## src/rtl/spad_rd_seq_if.sv

```systemverilog
// Bus bundle for the scratchpad read sequencer.
// It carries the command, the scratchpad read port, the downstream stream and the state debug tap.
interface spad_rd_seq_if #(
  parameter int ADDR_W = 8,
  parameter int DATA_W = 16,
  parameter int LEN_W  = 8
);
  // Command side.
  logic              i_start;
  logic [ADDR_W-1:0] i_base_addr;
  logic [LEN_W-1:0]  i_len;
  logic              o_busy;
  logic              o_done;

  // Scratchpad read port. Data returns a fixed latency after o_re.
  logic              o_re;
  logic [ADDR_W-1:0] o_raddr;
  logic [DATA_W-1:0] i_rdata;

  // Downstream stream handshake:
  //   o_valid is high while o_data holds a word.
  //   A word moves on every cycle in which o_valid && i_ready.
  //   While o_valid && !i_ready, o_valid stays high and o_data holds its value.
  //   o_valid never depends combinationally on i_ready.
  logic              o_valid;
  logic [DATA_W-1:0] o_data;
  logic              i_ready;

  // FSM state tap: 0=IDLE, 1=ISSUE, 2=DRAIN, 3=DONE.
  logic [1:0]        dbg_state;

  modport master (
    input  i_start, i_base_addr, i_len, i_rdata, i_ready,
    output o_busy, o_done, o_re, o_raddr, o_valid, o_data, dbg_state
  );

  modport slave (
    output i_start, i_base_addr, i_len, i_rdata, i_ready,
    input  o_busy, o_done, o_re, o_raddr, o_valid, o_data, dbg_state
  );
endinterface

```

## src/rtl/spad_rd_seq.sv

```systemverilog
// Scratchpad read sequencer.
// A start command issues a credit-limited burst of reads to a fixed-latency scratchpad.
// A valid shift line realigns the returning data, and a small FIFO hands the words downstream.
module spad_rd_seq #(
  parameter int ADDR_W     = 8,
  parameter int DATA_W     = 16,
  parameter int LEN_W      = 8,
  parameter int RD_LAT     = 2,
  parameter int FIFO_DEPTH = 4
) (
  input  logic i_clk,
  input  logic i_rst,
  spad_rd_seq_if.master bus
);
  localparam int CNT_W = $clog2(FIFO_DEPTH + 1);
  localparam int OCC_W = CNT_W + 1;
  localparam int PTR_W = (FIFO_DEPTH > 1) ? $clog2(FIFO_DEPTH) : 1;

  typedef enum logic [1:0] {IDLE = 2'd0, ISSUE = 2'd1, DRAIN = 2'd2, DONE = 2'd3} state_t;

  state_t            state;
  logic [ADDR_W-1:0] base_q;
  logic [LEN_W-1:0]  len_q;
  logic [LEN_W-1:0]  issued_q;
  logic              busy_q;
  logic              done_q;
  logic [CNT_W-1:0]  inflight_q;
  logic [CNT_W-1:0]  fifo_cnt;
  logic [RD_LAT-1:0] rd_vld;
  logic [DATA_W-1:0] fifo_mem [FIFO_DEPTH];
  logic [PTR_W-1:0]  wr_ptr;
  logic [PTR_W-1:0]  rd_ptr;
  logic [OCC_W-1:0]  occ;
  logic              issue;
  logic              last_issue;
  logic              push;
  logic              pop;

  // A credit is every word in flight or buffered. A pop frees its credit only on the next cycle,
  // which keeps the issue decision on registered state.
  assign occ        = OCC_W'(inflight_q) + OCC_W'(fifo_cnt);
  assign issue      = (state == ISSUE) && (occ < OCC_W'(FIFO_DEPTH));
  assign last_issue = issue && (issued_q == len_q - LEN_W'(1));
  assign push       = rd_vld[RD_LAT-1];
  assign pop        = bus.o_valid && bus.i_ready;

  assign bus.o_re      = issue;
  assign bus.o_raddr   = issue ? (base_q + ADDR_W'(issued_q)) : '0;
  assign bus.o_busy    = busy_q;
  assign bus.o_done    = done_q;
  assign bus.o_valid   = (fifo_cnt != '0);
  assign bus.o_data    = fifo_mem[rd_ptr];
  assign bus.dbg_state = state;

  // Control FSM with registered busy/done flags.
  // A zero-length request passes through DRAIN. The empty check there then takes it to DONE,
  // so zero-length bursts share the completion path.
  always_ff @(posedge i_clk or posedge i_rst) begin
    if (i_rst) begin
      state    <= IDLE;
      base_q   <= '0;
      len_q    <= '0;
      issued_q <= '0;
      busy_q   <= 1'b0;
      done_q   <= 1'b0;
    end else begin
      done_q <= 1'b0;
      case (state)
        IDLE: begin
          if (bus.i_start) begin
            base_q   <= bus.i_base_addr;
            len_q    <= bus.i_len;
            issued_q <= '0;
            busy_q   <= 1'b1;
            state    <= (bus.i_len == '0) ? DRAIN : ISSUE;
          end
        end
        ISSUE: begin
          if (issue) begin
            issued_q <= issued_q + LEN_W'(1);
          end
          if (last_issue) begin
            state <= DRAIN;
          end
        end
        DRAIN: begin
          if ((inflight_q == '0) && (fifo_cnt == '0)) begin
            state  <= DONE;
            done_q <= 1'b1;
          end
        end
        DONE: begin
          state  <= IDLE;
          busy_q <= 1'b0;
        end
        default: state <= IDLE;
      endcase
    end
  end

  // Read-valid shift line. Its last stage marks the cycle in which i_rdata carries a word.
  always_ff @(posedge i_clk or posedge i_rst) begin
    if (i_rst) begin
      rd_vld <= '0;
    end else begin
      rd_vld[0] <= issue;
      for (int i = 1; i < RD_LAT; i++) begin
        rd_vld[i] <= rd_vld[i-1];
      end
    end
  end

  // Words in flight: incremented on issue, decremented on write. Both together leave it unchanged.
  always_ff @(posedge i_clk or posedge i_rst) begin
    if (i_rst) begin
      inflight_q <= '0;
    end else begin
      case ({issue, push})
        2'b10:   inflight_q <= inflight_q + CNT_W'(1);
        2'b01:   inflight_q <= inflight_q - CNT_W'(1);
        default: inflight_q <= inflight_q;
      endcase
    end
  end

  // Output FIFO storage, pointers and occupancy. The head is read straight from storage.
  always_ff @(posedge i_clk or posedge i_rst) begin
    if (i_rst) begin
      for (int i = 0; i < FIFO_DEPTH; i++) begin
        fifo_mem[i] <= '0;
      end
      wr_ptr   <= '0;
      rd_ptr   <= '0;
      fifo_cnt <= '0;
    end else begin
      if (push) begin
        fifo_mem[wr_ptr] <= bus.i_rdata;
        wr_ptr <= (wr_ptr == PTR_W'(FIFO_DEPTH - 1)) ? '0 : wr_ptr + PTR_W'(1);
      end
      if (pop) begin
        rd_ptr <= (rd_ptr == PTR_W'(FIFO_DEPTH - 1)) ? '0 : rd_ptr + PTR_W'(1);
      end
      case ({push, pop})
        2'b10:   fifo_cnt <= fifo_cnt + CNT_W'(1);
        2'b01:   fifo_cnt <= fifo_cnt - CNT_W'(1);
        default: fifo_cnt <= fifo_cnt;
      endcase
    end
  end
endmodule
```

## src/flat_wrapper.sv

```systemverilog
// flat-port wrapper written by rule: the top's interface ports become plain ports
module spad_rd_seq_flat 
#(
  parameter int ADDR_W     = 8,
  parameter int DATA_W     = 16,
  parameter int LEN_W      = 8,
  parameter int RD_LAT     = 2,
  parameter int FIFO_DEPTH = 4
)
  (i_clk, i_rst, bus_i_start, bus_i_base_addr, bus_i_len, bus_i_rdata, bus_i_ready, bus_o_busy, bus_o_done, bus_o_re, bus_o_raddr, bus_o_valid, bus_o_data, bus_dbg_state);
  spad_rd_seq_if #(.ADDR_W(ADDR_W), .DATA_W(DATA_W), .LEN_W(LEN_W)) bus_i ();
  input  logic i_clk;
  input  logic i_rst;
  input wire logic [$bits(bus_i.i_start)-1:0] bus_i_start;
  input wire logic [$bits(bus_i.i_base_addr)-1:0] bus_i_base_addr;
  input wire logic [$bits(bus_i.i_len)-1:0] bus_i_len;
  input wire logic [$bits(bus_i.i_rdata)-1:0] bus_i_rdata;
  input wire logic [$bits(bus_i.i_ready)-1:0] bus_i_ready;
  output wire logic [$bits(bus_i.o_busy)-1:0] bus_o_busy;
  output wire logic [$bits(bus_i.o_done)-1:0] bus_o_done;
  output wire logic [$bits(bus_i.o_re)-1:0] bus_o_re;
  output wire logic [$bits(bus_i.o_raddr)-1:0] bus_o_raddr;
  output wire logic [$bits(bus_i.o_valid)-1:0] bus_o_valid;
  output wire logic [$bits(bus_i.o_data)-1:0] bus_o_data;
  output wire logic [$bits(bus_i.dbg_state)-1:0] bus_dbg_state;
  assign bus_i.i_start = bus_i_start;
  assign bus_i.i_base_addr = bus_i_base_addr;
  assign bus_i.i_len = bus_i_len;
  assign bus_i.i_rdata = bus_i_rdata;
  assign bus_i.i_ready = bus_i_ready;
  assign bus_o_busy = bus_i.o_busy;
  assign bus_o_done = bus_i.o_done;
  assign bus_o_re = bus_i.o_re;
  assign bus_o_raddr = bus_i.o_raddr;
  assign bus_o_valid = bus_i.o_valid;
  assign bus_o_data = bus_i.o_data;
  assign bus_dbg_state = bus_i.dbg_state;
  spad_rd_seq #(.ADDR_W(ADDR_W), .DATA_W(DATA_W), .LEN_W(LEN_W), .RD_LAT(RD_LAT), .FIFO_DEPTH(FIFO_DEPTH)) u_core (.i_clk(i_clk), .i_rst(i_rst), .bus(bus_i));
endmodule
```

## config.mk

```make
export PLATFORM = sky130hd
export DESIGN_NAME = spad_rd_seq_flat
export DESIGN_NICKNAME = d
export VERILOG_FILES = /design/src/rtl/spad_rd_seq_if.sv /design/src/rtl/spad_rd_seq.sv /design/src/flat_wrapper.sv
export SDC_FILE = /design/constraint.sdc
export NUM_CORES = 1
export LEC_CHECK = 0
export BUFFER_PORTS_ARGS = -buffer_cell sky130_fd_sc_hd__buf_2
export CAP_MARGIN = 30
export CORE_MARGIN = 4
export CORE_UTILIZATION = 53
export CTS_CLUSTER_SIZE = 12
export DETAILED_ROUTE_END_ITERATION = 7
export GPL_ROUTABILITY_DRIVEN = 0
export PLACE_DENSITY = 0.77
export SLEW_MARGIN = 20
export SYNTH_ARGS = -nofsm -noshare
export SYNTH_HDL_FRONTEND = slang
export SYNTH_SLANG_ARGS = --single-unit
export TNS_END_PERCENT = 20
```

## constraint.sdc

```tcl
create_clock -name i_clk -period 3.25 [get_ports i_clk]
set_input_delay 0.4875 -clock i_clk [delete_from_list [all_inputs] [get_ports i_clk]]
set_output_delay 0.4875 -clock i_clk [all_outputs]
set_load 0.01 [all_outputs]
```

== Yosys cells after proc, flatten, opt, wreduce, memory -nomap -nowiden ==
Cells that the tools add are included.

* Flip-flop bits (word level): 104
* Bits of input ports: 36
* Output and inout bits: 30
* Word-level logic and storage cells: 86

* Add/subtract/negate cells: 10
* $lt $le $gt $ge: 4
* Equality and inequality tests: 14
* Muxes and demuxes: 23
* Bitwise gates (word level): 2
* Reductions and logical operators: 18

{| class="wikitable"
|+ Operator list
! cell !! number
|-
| $bwmux 64 || 1
|-
| $mux 16 || 3
|-
| $bmux 16 s2 || 1
|-
| $demux 16 s2 || 1
|-
| $mux 8 || 3
|-
| $pmux 8 s2 || 1
|-
| $eq 2x2->1 const B || 6
|-
| $mux 2 || 6
|-
| $pmux 3 s2 || 2
|-
| $add 8x1->8 const B || 1
|-
| $add 8x8->8 || 1
|-
| $eq 8x8->1 || 1
|-
| $logic_not 8->1 || 1
|-
| $pmux 2 s4 || 1
|-
| $reduce_bool 2->1 || 4
|-
| $sub 8x1->8 const B || 1
|-
| $add 3x1->3 const B || 2
|-
| $eq 2x1->1 const B || 3
|-
| $ge 3x3->1 const B || 2
|-
| $logic_not 3->1 || 2
|-
| $ne 2x1->1 const B || 3
|-
| $not 2->3 || 2
|-
| $reduce_and 3->1 || 2
|-
| $sub 3x1->3 const B || 2
|-
| other kinds (11) || 19
|}

== Logic depth before layout (Yosys ltp) ==
Gate-level depths: netlist (run 1).

* Word-level depth: 6
* Gate-level depth with buffers: 11
* Mapped depth without buffers: 10

== Least setup slack after synthesis (run 1) ==
No wires, ideal clock.

* Path type: register to output
* Start: register u_core.issued_q[0]
* End: output bus_o_raddr[6]
* Arrival: 1.934 ns
* Required time: 2.762 ns
* Setup slack: 0.829 ns
* Stages on the path, launching flop included: 8
* Path buffers: 0
* Path through: dfrtp_1 > ha_1 > fa_1 > a21o_1 > a21oi_1 > o21ai_0 > a21oi_1 > mux2i_1

* Longest elaborated chain between the ends: 2

{| class="wikitable"
|+ RTL lines
! element !! RTL line !! RTL
|-
| start, declared || spad_rd_seq.sv:24 || <nowiki>logic [LEN_W-1:0] issued_q;</nowiki>
|-
| start signal, assigned || spad_rd_seq.sv:80 || <nowiki>issued_q <= issued_q + LEN_W'(1);</nowiki>
|-
| $add 8x8->8 || spad_rd_seq.sv:48 || <nowiki>assign bus.o_raddr = issue ? (base_q + ADDR_W'(issued_q)) : '0;</nowiki>
|-
| $mux 8 || spad_rd_seq.sv:48 ||
|-
| end, declared || flat_wrapper.sv:22 || <nowiki>output wire logic [$bits(bus_i.o_raddr)-1:0] bus_o_raddr;</nowiki>
|}

Every way passes these cells.

== Final worst setup path (run 1) ==
Ends and elaborated chain as after synthesis.

==> run_results.csv, run 1 <==
group,metric,value,unit
critical_path,cp_data_required_time,2.76,ns
flow_run,max_cap_violations,0,
timing,drv_slew,0,
critical_path,cp_top_family,"adder cells",
finish,multi_input_area,0.00263,mm^2
finish,drive_gt1_frac,0.386,
critical_path,cp-start-kind,"flip-flop",
logic_synthesis,yosysSeqAreaShare,0.484,
critical_path,cp.arrival,2.48,ns
finish,fillers,844,
worst_hold_path,min_path_type,"in2async",
cts,clock-sinks,104,
drt,wl_per_cell,16.8,um
logic_synthesis,synth_area_per_cell,12.7,um^2
drt,drc_errors,0,
power,max-vdd-ir-drop,0.395,mV
floorplan,pin_count,66,
critical_path,reg2reg_to,"u_core.inflight_q[1]",
floorplan,dieWidth,109,um
logic_synthesis,async_reset_ff_frac,1.00,
drt,ant_nets,0,
floorplan,core_area,0.00982,mm^2
cts,cts_root_buf,"clkbuf_8",
power,p_switching,2.30,mW
logic_synthesis,syn-cell-area,0.00537,mm^2
global_route,grt_pass1_wl,17400,um
global_route,grt_pass1_vias,3498,
critical_path,end_kind,"output pin",
critical_path,r2r_cells,8,
critical_path,worst_path_max_delay_cell,"dfrtp_1",
timing,period_needed,2.97,ns
logic_synthesis,synth-seq-cells,104,
critical_path,startpoint,"u_core.issued_q[0]",
place,dpl.hpwl,7540,um
power,p_leak,2.73,nW
logic_synthesis,ys.flop_type,"dfrtp_1",
drt,vias,3478,
floorplan,rows,36,
timing,fmax,337,MHz
timing,worst_slew_pin_slew,0.839,ns
timing,rsz0062_at_grt,"false",
logic_synthesis,syn_nets,484,
run_status,outcome,"finished, final reports clean",
floorplan,dieArea,0.0118,mm^2
global_route,track_usage,0.191,
critical_path,slowest_delay,0.45,ns
cts,htree_levels,3,
drt,drt_iter0_drc,173,
finish,syn_to_final_growth,12.2,%
floorplan,die_y,109,um
global_route,grt-ovfl-total,0,
critical_path,r2r-start,"u_core.bus.dbg_state[1]",
power,power_switching_share,0.379,
timing,holdWs,0.165,ns
logic_synthesis,synthCells,423,
finish,fin_cells,623,
place,port_buffers,65,
cts,path_clk_slew,0.11,ns
drt,dr.pass1.iters,4,
place,place_inst,607,
power,p_comb_frac,0.474,
critical_path,cp_max_fo,6,
drt,via_per_inst,5.58,
power,pwr-share-seq,0.398,
timing,setup_violations,0,
logic_synthesis,synth_edf_count,0,
timing,relSlewSlack,0.439,
cts,tritoncts,"built",
power,pwr-share-clk,0.128,
critical_path,rrSetupSlack,0.83,ns
finish,ff_latch_area,0.00260,mm^2
cts,cts_buffers,9,
global_route,antenna_found_initial,0,
logic_synthesis,yosysWarnings,0,
global_route,grt_max_degree,63,
cts,clock_latency,0.38,ns
finish,diodes,0,
drt,drt_wl_total,10500,um
power,cellPowerDensity,1010,mW/mm^2
finish,layout.nets,546,
critical_path,crit_chain,"ha_1, fa_1, a21o_1, a21oi_1, o21ai_0, a21oi_1, mux2i_1, buf_2",
critical_path,cpMostUsedCell,"a21oi_1",
timing,fin_crit_sh,0.912,
timing,fin_skew,0.0138,ns
logic_synthesis,ys_types,51,
timing,fin_tns_setup,0,ns
timing,finalHoldViolCount,0,
floorplan,start_util,0.547,
cts,clockBufferDepth,2,
power,intPower,3.78,mW
critical_path,crit_type,"reg2out",
critical_path,critical_path_buf_inv_count,1,
sequential cells by signal, summed over array words and instances, names as in the netlist, 3 cells and up:
signal and cells:
u_core.inflight_q 3, u_core.issued_q 8, u_core.len_q 8, u_core.fifo_cnt 3, u_core.fifo_mem 64, u_core.base_q 8
cells in the mapped netlist, types with 2 or more instances:
| master | instances | area share |
|---|---|---|
| a211o_1 | 2 | 0.0033 |
| a21o_1 | 4 | 0.0056 |
| a21oi_1 | 7 | 0.0065 |
| a222oi_1 | 2 | 0.0037 |
| a22o_1 | 4 | 0.0065 |
| and3_1 | 5 | 0.0058 |
| clkbuf_1 | 14 | 0.0098 |
| dfrtp_1 | 104 | 0.48 |
| fa_1 | 3 | 0.011 |
| ha_1 | 22 | 0.051 |
| inv_1 | 21 | 0.015 |
| mux2_2 | 81 | 0.17 |
| mux2i_1 | 2 | 0.0037 |
| mux4_2 | 16 | 0.067 |
| nand2_1 | 24 | 0.017 |
| nand2b_1 | 6 | 0.0070 |
| nand3_1 | 7 | 0.0065 |
| nor2_1 | 15 | 0.010 |
| nor2b_1 | 3 | 0.0035 |
| nor3_1 | 6 | 0.0056 |
| nor4_1 | 3 | 0.0035 |
| o2111ai_1 | 3 | 0.0049 |
| o211a_1 | 2 | 0.0037 |
| o211ai_1 | 5 | 0.0070 |
| o21ai_0 | 14 | 0.013 |
| o31ai_1 | 2 | 0.0028 |
| or2_2 | 3 | 0.0035 |
| or3_1 | 2 | 0.0023 |
| xnor2_1 | 10 | 0.016 |
| xor2_1 | 10 | 0.016 |
how the worst max path moves through the flow:
stage | cells after the start | end
6_report | 8 | bus_o_raddr[6]
2_1_floorplan | 1 | u_core.base_q[0]
3_3_place_gp | 8 | bus_o_raddr[6]
3_5_place_dp | 8 | bus_o_raddr[6]
5_1_grt | 8 | bus_o_raddr[7]
4_1_cts | 8 | bus_o_raddr[7]
power groups by stage:
stage | Sequential, mW | Clock [mW] | Combinational [mW]
finish | 2.42 | 0.777 | 2.88
global placement | 2.39 | 0 | 2.80
floorplan | 2.25 | 0 | 2.30
detailed placement | 2.45 | 0 | 2.90
global route | 2.50 | 0.859 | 3.18
CTS | 2.42 | 0.793 | 2.91
kinds of logic after synthesis:
group,count (synthesis),synth area share
AOI/OAI and AO/OA,53,0.0699
xor gates and xnor gates,20,0.0326
adders and majority gates,25,0.0624
buffers and inverters,38,0.0270
DFF,104,0.484
muxes,99,0.241
and+or+nand+nor,84,0.0834
per-stage QoR:
step | setup slack (ns) | utilization | cell area, um^2 | power [mW]
floorplan | 0.0303 | - | 5370 | 4.55
global placement | 0.712 | 0.594 | 5840 | 5.20
detailed placement | 0.689 | 0.594 | 5840 | 5.34
CTS | 0.266 | 0.614 | 6030 | 6.12
global route | 0.0997 | 0.614 | 6030 | 6.54
finish | 0.285 | 0.614 | 6030 | 6.08
repair_timing:
item                                    4_1_cts  5_1_grt
resized for setup                             0        1
buffers inserted                              0        0
endpoints found under the setup margin        0        1
hold buffers                                  0        0
routing by layer:
| layer | share of wire | up-vias | wire [um] | GRT usage |
|---|---|---|---|---|
| met1 | 0.45 | 1751 | 4720 | 0.260 |
| met5 | 0 | - | 0 | 0 |
| met3 | 0.039 | 14 | 407 | 0.0373 |
| li1 | - | 1654 | - | - |
| met4 | 0.012 | 0 | 131 | 0.0604 |
| met2 | 0.50 | 59 | 5240 | 0.311 |
placed cells by master, fill, tap and decap left out, types with 2 or more instances in the layout:
master      synthesis  routed
dfrtp_1           104     104
mux2_2             81      81
buf_2               1      65
nand2_1            24      23
ha_1               22      22
inv_1              21      20
mux4_2             16      16
nor2_1             15      15
o21ai_0            14      14
xor2_1             10      10
xnor2_1            10      10
clkbuf_8            0       9
nand3_1             7       7
a21oi_1             7       7
nor3_1              6       6
nand2b_1            6       6
and3_1              5       5
o211ai_1            5       5
a21o_1              4       4
a22o_1              4       4
nor2b_1             3       3
nor4_1              3       3
o2111ai_1           3       3
or2_2               3       3
fa_1                3       3
or3_1               2       2
o211a_1             2       2
a211o_1             2       2
o31ai_1             2       2
a222oi_1            2       2
mux2i_1             2       2
clkinvlp_4          0       2
inv_8               0       2
buf_4               0       2
worst reg2reg max path: stages, from the launching register on:
cell     delay [ns]
dfrtp_1        0.44
inv_1          0.12
ha_1           0.35
nor4b_4        0.33
nand2_2        0.21
ha_1           0.27
inv_1          0.07
fa_1           0.40
o21ai_0        0.16
final cells by class:
class | instances | share of cell area
Multi-Input combinational cell | 281 | 0.436
Timing Repair Buffer | 68 | 0.0598
Inverter | 21 | 0.0135
Sequential cell | 104 | 0.432
Clock buffer | 9 | 0.0205
Tap cell | 133 | 0.0276
Clock inverter | 7 | 0.0112
(Power assumes the default switching activity.)
==> run 2: changes to the inputs <==
--- a/config.mk
+++ b/config.mk
@@ -13,6 +13,7 @@
 export DETAILED_ROUTE_END_ITERATION = 7
 export GPL_ROUTABILITY_DRIVEN = 0
 export PLACE_DENSITY = 0.77
+export RECOVER_POWER = 25
 export SLEW_MARGIN = 20
 export SYNTH_ARGS = -nofsm -noshare
 export SYNTH_HDL_FRONTEND = slang
==> run 2 against run 1 <==
Against the previous run: the run now ends with capacitance limit, slew limit left; power barely moved; sequential power barely moved; non-clock buffer count did not move; worst setup slack got worse by 0.0017 ns; core utilization barely moved; final area barely moved; global-route usage did not move; routed wire length barely moved; combinational power barely moved; highest routed layer unchanged; critical path depth did not move.
==> run_results.csv, run 2 (same netlist as run 1, synthesis figures left out) <==
group,metric,value,unit
critical_path,end_kind,"output pin",
power,cellPowerDensity,1010,mW/mm^2
cts,path_clk_slew,0.10,ns
floorplan,dieWidth,109,um
floorplan,die_y,109,um
global_route,grt-busiest-layer,"met2",
finish,multi_input_area,0.00263,mm^2
floorplan,start_util,0.547,
critical_path,r2r-start,"u_core.bus.dbg_state[1]",
global_route,track_usage,0.191,
critical_path,cp-endpoint,"bus_o_raddr[6]",
worst_hold_path,min_path_type,"in2reg",
timing,relSlewSlack,-0.346,
drt,wl_per_cell,16.9,um
run_status,violations,"capacitance limit, slew limit",
power,pwr-share-seq,0.398,
place,place_inst,607,
finish,final_core_util,0.614,
power,p_leak,2.73,nW
critical_path,cp-start-kind,"flip-flop",
global_route,antenna_found_initial,0,
cts,clock-sinks,104,
floorplan,dieArea,0.0118,mm^2
cts,tritoncts,"built",
finish,ff_latch_area,0.00260,mm^2
finish,layout_common_cells,"104 x dfrtp_1, 81 x mux2_2, 65 x buf_2, 23 x nand2_1, 22 x ha_1",
power,power_switching_share,0.379,
global_route,grt_pass1_wl,17400,um
power,intPower,3.78,mW
finish,largest_register_ffs,64,
timing,drv_slew,43,
place,dpl.hpwl,7540,um
drt,vias,3472,
power,pwr-share-clk,0.128,
timing,fin_crit_sh,0.913,
floorplan,core_area,0.00982,mm^2
power,max-vdd-ir-drop,0.395,mV
global_route,grt_max_degree,63,
finish,largest_register,"u_core.fifo_mem",
run_status,outcome,"finished, violations left",
finish,diodes,0,
cts,htree_levels,3,
drt,drt_wl_total,10500,um
drt,drc_errors,0,
flow_run,max_cap_violations,1,
timing,period_needed,2.97,ns
finish,layout.nets,546,
drt,drt_iter0_drc,173,
drt,dr.pass1.iters,4,
timing,fin_skew,0.0136,ns
floorplan,pin_count,66,
critical_path,crit_type,"reg2out",
critical_path,startpoint,"u_core.issued_q[0]",
critical_path,cp_data_required_time,2.76,ns
global_route,grtUsageMet3,0.0373,
timing,fin_tns_setup,0,ns
timing,rsz0062_at_grt,"false",
finish,final_common_cell,"dfrtp_1",
timing,fmax,337,MHz
place,port_buffers,65,
cts,cts_buffers,9,
floorplan,rows,36,
worst_hold_path,min-delay-start,"bus_i_base_addr[7]",
timing,worst_slew_pin_slew,2.01,ns
global_route,grt-ovfl-total,0,
finish,fillers,844,
cts,clock_latency,0.38,ns
finish,syn_to_final_growth,12.2,%
power,total_power,6.08,mW
finish,drive_gt1_frac,0.386,
drt,via_per_inst,5.57,
cts,clockBufferDepth,2,
critical_path,cp_max_fo,6,
global_route,grt_use_met2,0.311,
power,p_comb_frac,0.474,
drt,ant_nets,0,
power,p_switching,2.30,mW
global_route,grt_pass1_vias,3498,
timing,setup_violations,0,
timing,finalHoldViolCount,0,
global_route,use_met1,0.260,
cts,cts_root_buf,"clkbuf_8",
critical_path,r2r_cells,8,
critical_path,reg2reg_to,"u_core.inflight_q[1]",
critical_path,cp.arrival,2.48,ns
finish,fin_cells,623,
critical_path,rrSetupSlack,0.83,ns
## run 2: layout make-up
type                    count  share of cell area
flip-flops and latches    104               0.432
multi-input cells         281               0.436
repair buffers             68              0.0598
inverters                  21              0.0133
clock buffers               9              0.0205
well taps                 133              0.0276
clock inverters             7              0.0112
## run 2: repair_timing
action,CTS,global route
buffers inserted,0,0
resized for setup,0,1
endpoints found under the setup margin,0,1
hold buffers,0,0
## run 2: how the worst min path moves through the flow
stage,end,cells after the start
floorplan,u_core.rd_vld[1],0
global placement,u_core.rd_vld[1],0
detailed placement,u_core.rd_vld[1],0
CTS,u_core.inflight_q[2],2
global route,u_core.base_q[7],2
finish,u_core.base_q[7],2
## run 2: through the flow
stage          area (um^2)  hold WS [ns]  worst slack (ns)
6_report              6030         0.340             0.283
5_1_grt               6030         0.332            0.0997
4_1_cts               6030         0.183             0.266
3_5_place_dp          5840         0.351             0.689
3_3_place_gp          5840         0.341             0.712
2_1_floorplan         5370         0.331            0.0303
## run 2: power by group through the flow
stage          clock (mW)  sequential (mW)  combinational (mW)
2_1_floorplan           0             2.25                2.30
3_3_place_gp            0             2.39                2.80
3_5_place_dp            0             2.45                2.90
4_1_cts             0.793             2.42                2.91
5_1_grt             0.859             2.50                3.18
6_report            0.777             2.42                2.88
## run 2: worst max-delay path: stages, from the launching register on
cell	delay, ns
dfrtp_1	0.45
ha_1	0.25
fa_1	0.41
a21o_1	0.17
a21oi_1	0.20
o21ai_0	0.11
a21oi_1	0.18
mux2i_1	0.19
buf_2	0.15
## run 2: layer usage
metal,up-vias,share of wire
met5,-,0
li1,1654,-
met4,0,0.012
met3,14,0.041
met1,1743,0.45
met2,61,0.50
==> run 3: changes to the inputs <==
--- a/config.mk
+++ b/config.mk
@@ -14,6 +14,7 @@
 export GPL_ROUTABILITY_DRIVEN = 0
 export PLACE_DENSITY = 0.77
 export RECOVER_POWER = 25
+export SETUP_SLACK_MARGIN = 0.5
 export SLEW_MARGIN = 20
 export SYNTH_ARGS = -nofsm -noshare
 export SYNTH_HDL_FRONTEND = slang
==> run 3 against run 2 <==
Against the previous run: the flow still finishes with violations (capacitance limit, slew limit); sequential cell count stayed put; sequential power is essentially flat; final cell count increased by 0.96%; core utilization grew 0.64 points; die area unchanged; final area rose by 1.0%; combinational power grew 2%; critical path type unchanged; critical endpoint unchanged; largest cell class unchanged; largest power group unchanged; highest routed layer unchanged.
==> run_results.csv, run 3 (same netlist as run 1, synthesis figures left out) <==
group,metric,value,unit
floorplan,pin_count,66,
global_route,grt_pass1_wl,17800,um
global_route,grt-ovfl-total,0,
critical_path,r2r_cells,9,
cts,hold_buffers,0,
place,place_inst,609,
finish,diodes,0,
flow_run,max_cap_violations,2,
run_status,violations,"capacitance limit, slew limit",
critical_path,reg2reg_to,"u_core.inflight_q[2]",
power,p_leak,2.74,nW
finish,fin_cells,629,
global_route,antenna_found_initial,0,
worst_hold_path,min_path_type,"in2async",
floorplan,dieArea,0.0118,mm^2
finish,final_common_cell,"dfrtp_1",
drt,wl_per_cell,17.4,um
drt,drt_wl_total,11000,um
timing,worst_slew_pin_slew,1.66,ns
finish,largest_register_ffs,64,
cts,cts_root_buf,"clkbuf_8",
cts,path_clk_slew,0.11,ns
finish,syn_to_final_growth,13.4,%
timing,finalHoldViolCount,0,
critical_path,cp_max_fo,2,
finish,layout_common_cells,"102 x dfrtp_1, 81 x mux2_2, 65 x buf_2, 23 x nand2_1, 20 x ha_1",
critical_path,crit_type,"reg2out",
timing,drv_slew,62,
global_route,grt_max_degree,45,
cts,clock_latency,0.38,ns
drt,dr.pass1.iters,4,
floorplan,rows,36,
timing,fin_skew,0.0137,ns
cts,clock-sinks,104,
drt,drc_errors,0,
critical_path,crit_chain,"ha_4, fa_2, a21o_1, a21oi_2, o21ai_1, a21oi_1, mux2i_1, buf_2",
timing,fin_crit_sh,0.836,
drt,vias,3571,
finish,largest_register,"u_core.fifo_mem",
timing,fin_tns_setup,0,ns
global_route,grt_pass1_vias,3612,
cts,tritoncts,"built",
timing,rsz0062_at_grt,"true",
cts,clockBufferDepth,2,
critical_path,worst_path_max_delay_cell,"dfrtp_1",
critical_path,startpoint,"u_core.issued_q[0]",
place,dpl.hpwl,7930,um
timing,holdWs,0.109,ns
global_route,track_usage,0.197,
timing,period_needed,2.72,ns
critical_path,cp.arrival,2.23,ns
critical_path,r2r-start,"u_core.fifo_cnt[2]",
critical_path,cp_data_required_time,2.76,ns
drt,ant_nets,0,
floorplan,die_y,109,um
finish,final_core_util,0.620,
power,cellPowerDensity,1020,mW/mm^2
place,port_buffers,65,
critical_path,slowest_delay,0.42,ns
floorplan,core_area,0.00982,mm^2
drt,via_per_inst,5.68,
cts,cts_buffers,9,
power,max-vdd-ir-drop,0.481,mV
timing,fmax,368,MHz
floorplan,dieWidth,109,um
cts,htree_levels,3,
finish,layout.nets,552,
critical_path,cp-start-kind,"flip-flop",
critical_path,rrSetupSlack,1.02,ns
drt,drt_iter0_drc,129,
run_status,outcome,"finished, violations left",
critical_path,end_kind,"output pin",
floorplan,start_util,0.547,
timing,relSlewSlack,-0.108,
finish,drive_gt1_frac,0.403,
timing,setup_violations,0,
critical_path,cp-endpoint,"bus_o_raddr[6]",
## run 3: cell count changes in the layout (fill, tap and decap cells not counted), sizes merged
cell	delta
clkinv	-3
clkbuf	+4
clkinvlp	-1
buf	+4
inv	+2
## run 3: metrics by stage
stage	setup slack (ns)	power (mW)	cell area (um^2)
floorplan	0.829	4.55	5380
global placement	0.701	5.20	5850
detailed placement	0.674	5.36	5850
CTS	0.442	6.17	6060
global route	0.416	6.65	6090
finish	0.532	6.20	6090
## run 3: layout make-up
class	instances	area (um^2)
Sequential cell	104	2610
Fill cell	801	3730
Tap cell	133	166
Multi-Input combinational cell	281	2670
Timing Repair Buffer	74	385
Inverter	21	80.1
Clock inverter	5	45.0
Clock buffer	11	141
## run 3: routing by layer
metal  up-vias  wire length, um  track usage
li1       1662                -            -
met1      1828             4750        0.265
met2        71             5570        0.328
met3        10              501       0.0397
met4         0              130       0.0568
met5         -                0            0
## run 3: critical path: cells and delay by family (launching register included)
| kind | cells | cell delay (ns) |
|---|---|---|
| buffers and inverters | 1 | 0.15 |
| multiplexers | 1 | 0.19 |
| AO/OA/AOI/OAI | 4 | 0.55 |
| adder cells (fa/ha/maj) | 2 | 0.54 |
| flip-flops | 1 | 0.42 |
## run 3: what timing repair did
action,4_1_cts,5_1_grt
pin swaps,1,4
cloned,0,0
gates resized for setup,6,7
setup buffers,1,2
endpoints found under the setup margin,3,10
## run 3: report_power, final
| part | internal (mW) | switching [mW] |
|---|---|---|
| Sequential | 1.93 | 0.516 |
| Clock | 0.314 | 0.478 |
| Combinational | 1.60 | 1.36 |
## run 3: how the worst min path moves through the flow
stage	cells after the start	end	slack, ns
floorplan	0	u_core.rd_vld[1]	0.33
detailed placement	0	u_core.rd_vld[1]	0.34
global placement	0	u_core.rd_vld[1]	0.34
CTS	2	u_core.fifo_mem[42]	0.33
finish	2	u_core.fifo_mem[41]	0.11
global route	2	u_core.fifo_mem[25]	0.14
